==> config.mk <==
export PLATFORM = sky130hd
export DESIGN_NAME = sdes_iter_core
export DESIGN_NICKNAME = d
export VERILOG_FILES = /design/src/rtl/sdes_iter_core.sv
export SDC_FILE = /design/constraint.sdc
export NUM_CORES = 1
export LEC_CHECK = 0
export CELL_PAD_IN_SITES_DETAIL_PLACEMENT = 1
export CELL_PAD_IN_SITES_GLOBAL_PLACEMENT = 2
export CORE_ASPECT_RATIO = 0.5
export CORE_MARGIN = 2
export CORE_UTILIZATION = 42
export CTS_CLUSTER_SIZE = 30
export DETAILED_ROUTE_END_ITERATION = 8
export DONT_BUFFER_PORTS = 1
export GPL_TIMING_DRIVEN = 0
export PLACE_DENSITY = 0.8
export SYNTH_ARGS = -nofsm -noshare
export SYNTH_HDL_FRONTEND = slang
export SYNTH_SLANG_ARGS = --single-unit
==> constraint.sdc <==
create_clock -name CLOCK_50 -period 5.2 [get_ports CLOCK_50]
set_input_delay 1.04 -clock CLOCK_50 [delete_from_list [all_inputs] [get_ports CLOCK_50]]
set_output_delay 1.04 -clock CLOCK_50 [all_outputs]
set_load 0.01 [all_outputs]
==> src/rtl/sdes_iter_core.sv <==
// Iterative Simplified-DES core: one Feistel round per clock, NUM_ROUNDS rounds per block,
// with a valid/ready request port and a result held until the consumer takes it.
`timescale 1ns/1ps

module sdes_iter_core #(
   parameter int NUM_ROUNDS = 2
) (
   input  logic       CLOCK_50,
   input  logic       rst,
   input  logic       in_valid,
   output logic       in_ready,
   input  logic [7:0] in_data,
   input  logic [9:0] in_key,
   input  logic       in_decrypt,
   output logic       out_valid,
   input  logic       out_ready,
   output logic [7:0] out_data,
   output logic       busy
);

   localparam int CW = (NUM_ROUNDS > 1) ? $clog2(NUM_ROUNDS) : 1;
   localparam logic [CW-1:0] LAST_ROUND = CW'(NUM_ROUNDS - 1);
   // Decryption starts from the last round key, i.e. the halves rotated by 2N-1.
   localparam int DEC_ROT = (2 * NUM_ROUNDS - 1) % 5;

   typedef enum logic [1:0] {
      IDLE,
      ROUND,
      DONE
   } StateT;

   StateT r_state;
   StateT w_nextState;

   logic [7:0]    r_block;
   logic          r_decrypt;
   logic [CW-1:0] r_count;
   logic [9:0]    r_keyState;
   logic [7:0]    r_outData;

   logic [9:0] w_p10;
   logic [9:0] w_keyEnc;
   logic [9:0] w_keyDec;
   logic [7:0] w_roundKey;
   logic [3:0] w_fOut;
   logic [3:0] w_mixedL;
   logic       w_lastRound;
   logic       w_accept;

   function automatic logic [9:0] fP10(input logic [9:0] k);
      return {k[7], k[5], k[8], k[3], k[6], k[0], k[9], k[1], k[2], k[4]};
   endfunction

   function automatic logic [7:0] fP8(input logic [9:0] k);
      return {k[4], k[7], k[3], k[6], k[2], k[5], k[0], k[1]};
   endfunction

   function automatic logic [7:0] fIP(input logic [7:0] d);
      return {d[6], d[2], d[5], d[7], d[4], d[0], d[3], d[1]};
   endfunction

   function automatic logic [7:0] fIPInv(input logic [7:0] d);
      return {d[4], d[7], d[5], d[3], d[1], d[6], d[0], d[2]};
   endfunction

   function automatic logic [7:0] fEP(input logic [3:0] r);
      return {r[0], r[3], r[2], r[1], r[2], r[1], r[0], r[3]};
   endfunction

   function automatic logic [3:0] fP4(input logic [3:0] s);
      return {s[2], s[0], s[1], s[3]};
   endfunction

   function automatic logic [4:0] rotl5(input logic [4:0] x, input int amt);
      case (amt)
         1:       return {x[3:0], x[4]};
         2:       return {x[2:0], x[4:3]};
         3:       return {x[1:0], x[4:2]};
         4:       return {x[0], x[4:1]};
         default: return x;
      endcase
   endfunction

   // S-box address is {row, col}: row from outer bits 1,4, column from inner bits 2,3.
   function automatic logic [1:0] sbox0(input logic [3:0] x);
      case ({x[3], x[0], x[2], x[1]})
         4'd0:  return 2'd1;  4'd1:  return 2'd0;
         4'd2:  return 2'd3;  4'd3:  return 2'd2;
         4'd4:  return 2'd3;  4'd5:  return 2'd2;
         4'd6:  return 2'd1;  4'd7:  return 2'd0;
         4'd8:  return 2'd0;  4'd9:  return 2'd2;
         4'd10: return 2'd1;  4'd11: return 2'd3;
         4'd12: return 2'd3;  4'd13: return 2'd1;
         4'd14: return 2'd3;  default: return 2'd2;
      endcase
   endfunction

   function automatic logic [1:0] sbox1(input logic [3:0] x);
      case ({x[3], x[0], x[2], x[1]})
         4'd0:  return 2'd0;  4'd1:  return 2'd1;
         4'd2:  return 2'd2;  4'd3:  return 2'd3;
         4'd4:  return 2'd2;  4'd5:  return 2'd0;
         4'd6:  return 2'd1;  4'd7:  return 2'd3;
         4'd8:  return 2'd3;  4'd9:  return 2'd0;
         4'd10: return 2'd1;  4'd11: return 2'd0;
         4'd12: return 2'd2;  4'd13: return 2'd1;
         4'd14: return 2'd0;  default: return 2'd3;
      endcase
   endfunction

   function automatic logic [3:0] fF(input logic [3:0] r, input logic [7:0] sk);
      logic [7:0] e;
      e = fEP(r) ^ sk;
      return fP4({sbox0(e[7:4]), sbox1(e[3:0])});
   endfunction

   assign w_p10       = fP10(in_key);
   assign w_keyEnc    = {rotl5(w_p10[9:5], 1), rotl5(w_p10[4:0], 1)};
   assign w_keyDec    = {rotl5(w_p10[9:5], DEC_ROT), rotl5(w_p10[4:0], DEC_ROT)};
   assign w_roundKey  = fP8(r_keyState);
   assign w_fOut      = fF(r_block[3:0], w_roundKey);
   assign w_mixedL    = r_block[7:4] ^ w_fOut;
   assign w_lastRound = (r_count == LAST_ROUND);
   assign w_accept    = in_valid & in_ready;
   assign out_data    = r_outData;

   always_ff @(posedge CLOCK_50 or posedge rst) begin
      if (rst) begin
         r_state <= IDLE;
      end else begin
         r_state <= w_nextState;
      end
   end

   always_comb begin
      w_nextState = r_state;
      in_ready    = 1'b0;
      out_valid   = 1'b0;
      busy        = 1'b1;
      case (r_state)
         IDLE: begin
            in_ready = 1'b1;
            busy     = 1'b0;
            if (in_valid) begin
               w_nextState = ROUND;
            end
         end
         ROUND: begin
            if (w_lastRound) begin
               w_nextState = DONE;
            end
         end
         DONE: begin
            out_valid = 1'b1;
            if (out_ready) begin
               w_nextState = IDLE;
            end
         end
         default: begin
            busy        = 1'b0;
            w_nextState = IDLE;
         end
      endcase
   end

   // The final round skips the swap and writes the result straight through IP^-1.
   always_ff @(posedge CLOCK_50 or posedge rst) begin
      if (rst) begin
         r_block    <= 8'h00;
         r_decrypt  <= 1'b0;
         r_count    <= '0;
         r_keyState <= 10'h000;
         r_outData  <= 8'h00;
      end else if (w_accept) begin
         r_block    <= fIP(in_data);
         r_decrypt  <= in_decrypt;
         r_count    <= '0;
         r_keyState <= in_decrypt ? w_keyDec : w_keyEnc;
      end else if (r_state == ROUND) begin
         if (w_lastRound) begin
            r_outData <= fIPInv({w_mixedL, r_block[3:0]});
         end else begin
            r_block <= {r_block[3:0], w_mixedL};
            r_count <= r_count + CW'(1);
            if (r_decrypt) begin
               r_keyState <= {rotl5(r_keyState[9:5], 3), rotl5(r_keyState[4:0], 3)};
            end else begin
               r_keyState <= {rotl5(r_keyState[9:5], 2), rotl5(r_keyState[4:0], 2)};
            end
         end
      end
   end

endmodule

# ---- Word level (Yosys, flattened, before mapping)
# Memories as Yosys holds them, arrays and structs flattened.
# Cells that the tools add are included.
dict set report classes {
  n_lt_le_gt_ge 0
  n_reduce_logical 6
  eq_ne 6
  n_mux 18
  mul 0
  n_div 0
  shift 0
  bitwise 4
  add_sub_neg 1
}
# cell n
set op_table {}
lappend op_table {{2-to-1 mux 10 bit} 5}
lappend op_table {{2-to-1 mux 8 bit} 3}
lappend op_table {{XOR 8 bit} 1}
lappend op_table {{2-to-1 mux 1 bit} 6}
lappend op_table {{2-to-1 mux 2 bit} 3}
lappend op_table {{inequality test 2 bit (second input constant)} 3}
lappend op_table {{case mux 2 bit (3 select lines)} 1}
lappend op_table {{AND reduction 3 bit} 2}
lappend op_table {{XOR 4 bit} 1}
lappend op_table {{equality test 2 x 1 -> 1 bit (second input constant)} 1}
lappend op_table {{equality test 2 bit (second input constant)} 1}
lappend op_table {{zero test 2 bit} 1}
lappend op_table {{inequality test 2 x 1 -> 1 bit (second input constant)} 1}
lappend op_table {{AND reduction 2 bit} 1}
lappend op_table {{nonzero test 2 bit} 1}
lappend op_table {{OR reduction 2 bit} 1}
lappend op_table {{adder 1 bit (second input constant)} 1}
lappend op_table {{bitwise AND 1 bit} 1}
lappend op_table {{inverter 1 bit} 1}
dict set report word_totals {
  wordCells 43
  out_inout_bits 11
  n_memories 2
  reg_bits 30
  in_bits 23
  romBits 64
  ramBits 0
  latch_bits 0
}
# name depth word_bits rd rd_ports_with_merged_regs wr line_no
set memory_table {}
lappend memory_table {{(name not given)} 16 2 1 0 0 86} ;# case ({x[3], x[0], x[2], x[1]})
lappend memory_table {{(name not given)} 16 2 1 0 0 99} ;# case ({x[3], x[0], x[2], x[1]})

# ---- Depth between registers and ports, before layout
# Gate-level depths: netlist of the first run.
# An unclocked memory read counts as a cell.
dict set report depth {
  ltp_word 6
  mapped_depth 8
  depth_no_buf 7
}

# ---- Worst setup path after synthesis of the first run
# Ideal clock, no wire load.
dict set report synth_timing {
  kind {input to register}
  from {input in_valid}
  to {register r_outData[0] (netlist: out_data[0])}
  stages 4
  t_required_ns 5.072
  arrival_ns 1.878
  setup_ns 0.128
  setup_slack_ns 3.194
  n_path_buf 1
  path_cell_list {nand2_1 -> nand3_1 -> buf_2 -> mux2_1}
}
dict set report synth_between {
  elab_chain_cells 3
}
# item line_no
set synth_lines {}
lappend synth_lines {{from (decl)} 10} ;# input logic in_valid,
lappend synth_lines {{bitwise AND 1 bit} 124} ;# assign w_accept = in_valid & in_ready;
lappend synth_lines {{inverter 1 bit (no line)} --}
lappend synth_lines {{AND reduction 3 bit (no line)} --}
lappend synth_lines {{to (signal assigned)} 181} ;# r_outData <= fIPInv({w_mixedL, r_block[3:0]});
lappend synth_lines {{to (decl)} 39} ;# logic [7:0] r_outData;
# Every way passes these cells.
# A chain may end at the register's enable or synchronous reset.

# ---- Worst setup path in the final report of the first run
dict set report layout_timing {
  from {register r_state[1]}
  to {output busy}
}
dict set report layout_between {
  elab_chain_cells 3
  word_cells_on_any_way 4
  classes_between {eq/ne: 2; mux: 1; reduce/logical: 1}
}
# item line_no
set layout_lines {}
lappend layout_lines {{from (decl)} 32} ;# StateT r_state;
lappend layout_lines {{from (signal assigned)} 131} ;# r_state <= w_nextState;
lappend layout_lines {{equality test 2 x 1 -> 1 bit or equality test 2 bit (tied branches)} 140} ;# case (r_state)
lappend layout_lines {{OR reduction 2 bit (no line) (*)} --}
lappend layout_lines {{2-to-1 mux 1 bit (*)} 140}
lappend layout_lines {{to (decl)} 18} ;# output logic busy
# Every way passes the cells marked *; elsewhere a longest branch is shown, timed or not.

==> metrics.yaml, run 1 <==
critical_path.top_delay_family: "flip-flops"
slowest_delay_ns: 0.39
nets: 212
synth_edf_count: 0
die-width_um: 95.7
cts_sinks: 30
syn-num-nets: 205
rsz0062_at_grt: "false"
cp.required_ns: 4.16
syn_avg_cell_area_um2: 9.97
antenna_found_initial: 0
final-hold-violation-count: 0
dr.pass1.iters: 4
clkLatencyLatePin_ns: 0.29
path_buf_inv: 1
synth_seq_area_share: 0.425
area_growth_pct: 11.9
r2r_cells: 8
cts_buffers: 5
synth_top_area_cell: "dfrtp_1"
grt_pass1_vias: 1394
ys_warn_count: 0
synth_ff_type: "dfrtp_1"
outcome: "completed"
leakage_uw: 0.000871
drc_errors: 0
netlist_instances: 177
r2r_slack_ns: 3.08
path_max_fanout: 4
drv_cap: 0
r2r_start: "r_state[1]$_DFFE_PP0P_"
cp-start-kind: "register"
clk_pin_slew_ns: 0.07
power.density_nw_per_um2: 824
dp_slack_ns: 2.95
ir_worst_vdd_v: 0.000221
final.setup_skew_ns: 0.00782
dp_hpwl_mm: 3.15
slowest_stage: "dfrtp_1"
overflow: 0
whs_path_depth: 1
dp_cells: 231
post_cts_buffers: 0
period_share: 0.412
ant_nets: 0
tightest_slew_ns: 1.14
grt_max_degree: 31
synthTopCellsByArea: "dfrtp_1, mux2i_1, nand2_1"
crit_arrival_ns: 1.10
setup_tns_ns: 0
layout-drive-gt1-share: 0.0973
start_util: 0.445
place_congestion: 0.790
report.final.slew_viol_count: 0
finalCriticalPeriod_ns: 2.14
hold_class: "reg2reg"
cts_hold_buf: 0
fmax_ghz: 0.467
grt_pass1_wl_mm: 7.09
dieHeight_um: 49.8
io_pins: 34
syn_area_um2: 1770
ctsResizeCount: 0
grtUsageTotal: 0.203
ys_types: 27
rows: 16
r2r_end: "r_keyState[9]$_DFFE_PP0P_"
die-area_um2: 4770
num_antenna_cells: 0
coreArea_um2: 3960
vias_per_cell: 5.39
setup_viol: 0
fin_cells: 239
synth_common_cells: "dfrtp_1, nand2_1, mux2i_1, o21ai_1, o211ai_1"
drt-initial-drc-count: 18
drt_wl_total_mm: 4.24
htree_levels: 2
portBuffers: 0
vias: 1288
crit_chain: "inv_1 > ha_1"
holdPathEnd: "r_count$_DFFE_PP0P_"
end_kind: "primary output"
placed_area_um2: 1830
netlist.area_leader.share: 0.425
setup_ws_ns: 3.06
hold-worst-slack_ns: 0.544
synth_seq_cells: 30
wl_per_cell_um: 17.7
cts_tree: "built"
async_flop_share: 1.00
final_area_um2: 1980
cts_max_path_buffers: 2
cts_root_buffer: "clkbuf_8"
hp-start: "r_count$_DFFE_PP0P_"
max_slew_margin: 0.238
criticalPathCategory: "reg2out"
cell type report:
type,instances,area [um^2]
inverters,6,22.5
flip-flops and latches,30,751
clock inverters,2,60.1
plain buffers,10,42.5
multi-input cells,131,950
clock buffers,6,82.6
fillers,459,1990
well taps,54,67.6
metrics by stage:
stage          total power (uW)  utilization
2_1_floorplan              1140            -
3_3_place_gp               1290        0.462
3_5_place_dp               1340        0.462
4_1_cts                    1650        0.498
5_1_grt                    1770        0.498
6_report                   1630        0.498
power breakdown:
group / internal, uW / total (uW) / switching, uW
clock: 204 / 300 / 95.8
combinational: 373 / 837 / 464
sequential: 355 / 490 / 134
registers in the layout, indices dropped and copies added, names as in the netlist:
signal	flops
r_keyState	10
out_data	8
r_block	8
r_state	2
r_count	1
r_decrypt	1
worst max path at each step:
stage / startpoint / end / slack, ns / depth (start not counted)
6_report: r_state[1]$_DFFE_PP0P_ / busy / 3.06 / 2
5_1_grt: r_state[1]$_DFFE_PP0P_ / r_keyState[9]$_DFFE_PP0P_ / 2.92 / 8
4_1_cts: r_state[0]$_DFFE_PP0P_ / busy / 3.04 / 2
3_5_place_dp: in_valid / out_data[1]$_DFFE_PP0P_ / 2.95 / 4
3_3_place_gp: in_valid / out_data[0]$_DFFE_PP0P_ / 2.97 / 4
2_1_floorplan: in_valid / out_data[0]$_DFFE_PP0P_ / 3.19 / 4
cell families (layout without fill, tap and decap cells):
| family | after synthesis | in the layout | synth area share |
|---|---|---|---|
| fa+ha+maj | 5 | 5 | 0.0354 |
| flops | 30 | 30 | 0.425 |
| xor+xnor | 15 | 15 | 0.0829 |
| simple gates | 40 | 40 | 0.0914 |
| compound gates | 39 | 39 | 0.140 |
| mux | 32 | 32 | 0.188 |
| buf+inv | 16 | 24 | 0.0369 |
layer usage:
metal,vias to the layer above,routed length (um),GRT usage
li1,632,-,-
met1,616,2050,0.271
met2,36,1920,0.311
met3,4,235,0.0657
met4,0,29,0.0643
met5,-,0,0
cell usage in the layout, fill, tap and decap left out, types with 2 or more instances in the layout:
cell,Yosys,layout
nand2_1,30,30
dfrtp_1,30,30
mux2i_1,23,23
o21ai_1,19,19
o211ai_1,11,11
xnor2_1,9,9
inv_1,6,6
mux2_1,6,6
clkbuf_8,0,6
clkbuf_1,5,5
ha_1,5,5
buf_2,4,4
nor2_1,4,4
a31oi_1,4,4
xor2_1,4,4
mux2_2,3,3
nand3_1,3,3
bufinv_16,0,2
Power figures use the tool's default switching activity.
==> run 2: changes to the inputs <==
--- a/config.mk
+++ b/config.mk
@@ -9,12 +9,12 @@
 export CELL_PAD_IN_SITES_GLOBAL_PLACEMENT = 2
 export CORE_ASPECT_RATIO = 0.5
 export CORE_MARGIN = 2
-export CORE_UTILIZATION = 42
+export CORE_UTILIZATION = 39
 export CTS_CLUSTER_SIZE = 30
 export DETAILED_ROUTE_END_ITERATION = 8
 export DONT_BUFFER_PORTS = 1
 export GPL_TIMING_DRIVEN = 0
-export PLACE_DENSITY = 0.8
+export PLACE_DENSITY = 0.75
 export SYNTH_ARGS = -nofsm -noshare
 export SYNTH_HDL_FRONTEND = slang
 export SYNTH_SLANG_ARGS = --single-unit
==> constraint.sdc (replaced) <==
create_clock -name CLOCK_50 -period 2 [get_ports CLOCK_50]
set_input_delay 0.4 -clock CLOCK_50 [delete_from_list [all_inputs] [get_ports CLOCK_50]]
set_output_delay 0.4 -clock CLOCK_50 [all_outputs]
set_load 0.01 [all_outputs]
==> run 2 against run 1 <==
Effect of this change:
- die area rose by 7.2%
- combinational power rose to 2.7 times the previous value
- routed wire length is 4.2% lower
- worst setup slack worse by 2.9 ns
- sequential power grew to 2.6 times the previous value
- critical path type is now reg2reg
- largest cell class unchanged
- largest power group unchanged
- highest routed layer is now met3
==> metrics.yaml, run 2 (synthesis gave the netlist of run 1 again) <==
place_congestion: 0.759
vias: 1268
critical_path.top_delay_family: "multiplexers"
grt_pass1_wl_mm: 6.62
crit_arrival_ns: 2.03
antenna_found_initial: 0
setup_ws_ns: 0.129
grt_pass1_vias: 1335
rows: 17
die-area_um2: 5110
outcome: "completed"
cts_max_path_buffers: 2
grtUsageTotal: 0.173
placed_area_um2: 1840
report.final.slew_viol_count: 0
power_frac_seq: 0.318
path_max_fanout: 6
final_area_um2: 1950
cp.required_ns: 2.16
regMostFlops: "r_keyState"
slowest_delay_ns: 0.36
coreArea_um2: 4380
cts_tree: "built"
vias_per_cell: 5.26
final_common_cell: "dfrtp_1"
drv_cap: 0
cp-start-kind: "register"
nets: 212
cts_sinks: 30
dp_hpwl_mm: 3.04
fillers: 488
utilization: 0.446
power.switching_uw: 1800
io_pins: 34
crit_chain: "buf_2 > xnor2_4 > ha_1 > inv_1 > mux2_1 > mux2i_2 > xnor2_1 > o21ai_1"
finalCriticalPeriod_ns: 1.87
tightest_slew_ns: 1.17
final-seq-area_um2: 751
wl_per_cell_um: 16.8
multi_input_area_um2: 985
slowest_stage: "dfrtp_1"
setup_viol: 0
period_share: 0.935
hold_class: "in2reg"
cts_buffers: 5
clkLatencyLatePin_ns: 0.28
num_antenna_cells: 0
portBuffers: 0
comb_power_share: 0.566
leakage_uw: 0.000860
die-width_um: 99.2
swShare: 0.449
totalPowerFinal_uw: 4020
path_buf_inv: 2
start_util: 0.403
power.density_nw_per_um2: 2060
ant_nets: 0
criticalPathCategory: "reg2reg"
drc_errors: 0
whs_path_depth: 2
fmax_ghz: 0.535
final.setup_skew_ns: 0.00491
dieHeight_um: 51.6
post_cts_buffers: 0
dr.pass1.iters: 4
clkPwrFrac: 0.116
htree_levels: 2
setup_tns_ns: 0
drt_wl_total_mm: 4.06
final-hold-violation-count: 0
largest_reg_flops: 10
cts_hold_buf: 0
overflow: 0
end_kind: "register"
r2r_slack_ns: 0.13
dp_slack_ns: -0.101
ir_worst_vdd_v: 0.000499
grt_max_degree: 31
layout_common_cells: "dfrtp_1, nand2_1, mux2i_1"
crit_cells: 8
area_growth_pct: 10.6
clk_pin_slew_ns: 0.07
r2r_cells: 8
layout-drive-gt1-share: 0.130
max_slew_margin: 0.219
p_int_uw: 2210
ctsResizeCount: 4
cts_root_buffer: "clkbuf_8"
drt-initial-drc-count: 3
==> run 2: cell count changes in the layout (fill, tap and decap cells not counted), moves of 2 or more <==
cell | previous run | this run
clkinv_2 | 0 | 2
clkbuf_1 | 5 | 3
bufinv_16 | 2 | 0
xnor2_1 | 9 | 7
==> run 2: through the flow <==
stage	hold slack [ns]	cells
floorplan	0.487	177
global placement	0.506	234
detailed placement	0.517	234
CTS	0.280	241
global route	0.300	241
finish	0.280	241
==> run 2: power by group through the flow <==
stage | combinational (uW) | sequential, uW | clock (uW)
2_1_floorplan | 1770 | 1190 | 0
3_3_place_gp | 2100 | 1270 | 0
3_5_place_dp | 2180 | 1280 | 0
4_1_cts | 2220 | 1270 | 473
5_1_grt | 2560 | 1320 | 500
6_report | 2270 | 1280 | 466
==> run 2: final cells by class <==
type,count,area share
Multi-Input combinational cell,131,0.504
Sequential cell,30,0.384
Tap cell,57,0.0365
Clock buffer,5,0.0352
Buffer,10,0.0231
Inverter,6,0.0115
Clock inverter,2,0.00512
==> run 2: per-layer routing <==
metal / part of all wire / vias to the layer above / global-route usage / routed length (um)
met1: 0.54 / 611 / 0.237 / 2180
met4: 0 / 0 / 0.0411 / 0
li1: - / 624 / - / -
met3: 0.046 / 0 / 0.0511 / 186
met2: 0.42 / 33 / 0.274 / 1700
met5: 0 / - / 0 / 0
==> run 2: worst reg2reg max path, stage by stage (launching register included) <==
cell and delay, ns:
dfrtp_1 0.36, buf_2 0.19, xnor2_4 0.21, ha_1 0.18, inv_1 0.04, mux2_1 0.31
mux2i_2 0.20, xnor2_1 0.18, o21ai_1 0.10
==> run 2: final timing paths <==
path / to / startpoint
max in group asynchronous: r_keyState[5]$_DFFE_PP0P_ / rst
worst max-delay path: out_data[5]$_DFFE_PP0P_ / r_block[0]$_DFFE_PP0P_
worst min register to register: r_count$_DFFE_PP0P_ / r_count$_DFFE_PP0P_
worst max register to register: out_data[5]$_DFFE_PP0P_ / r_block[0]$_DFFE_PP0P_
min in group asynchronous: out_data[7]$_DFFE_PP0P_ / rst
worst min-delay path: r_block[6]$_DFFE_PP0P_ / in_data[2]
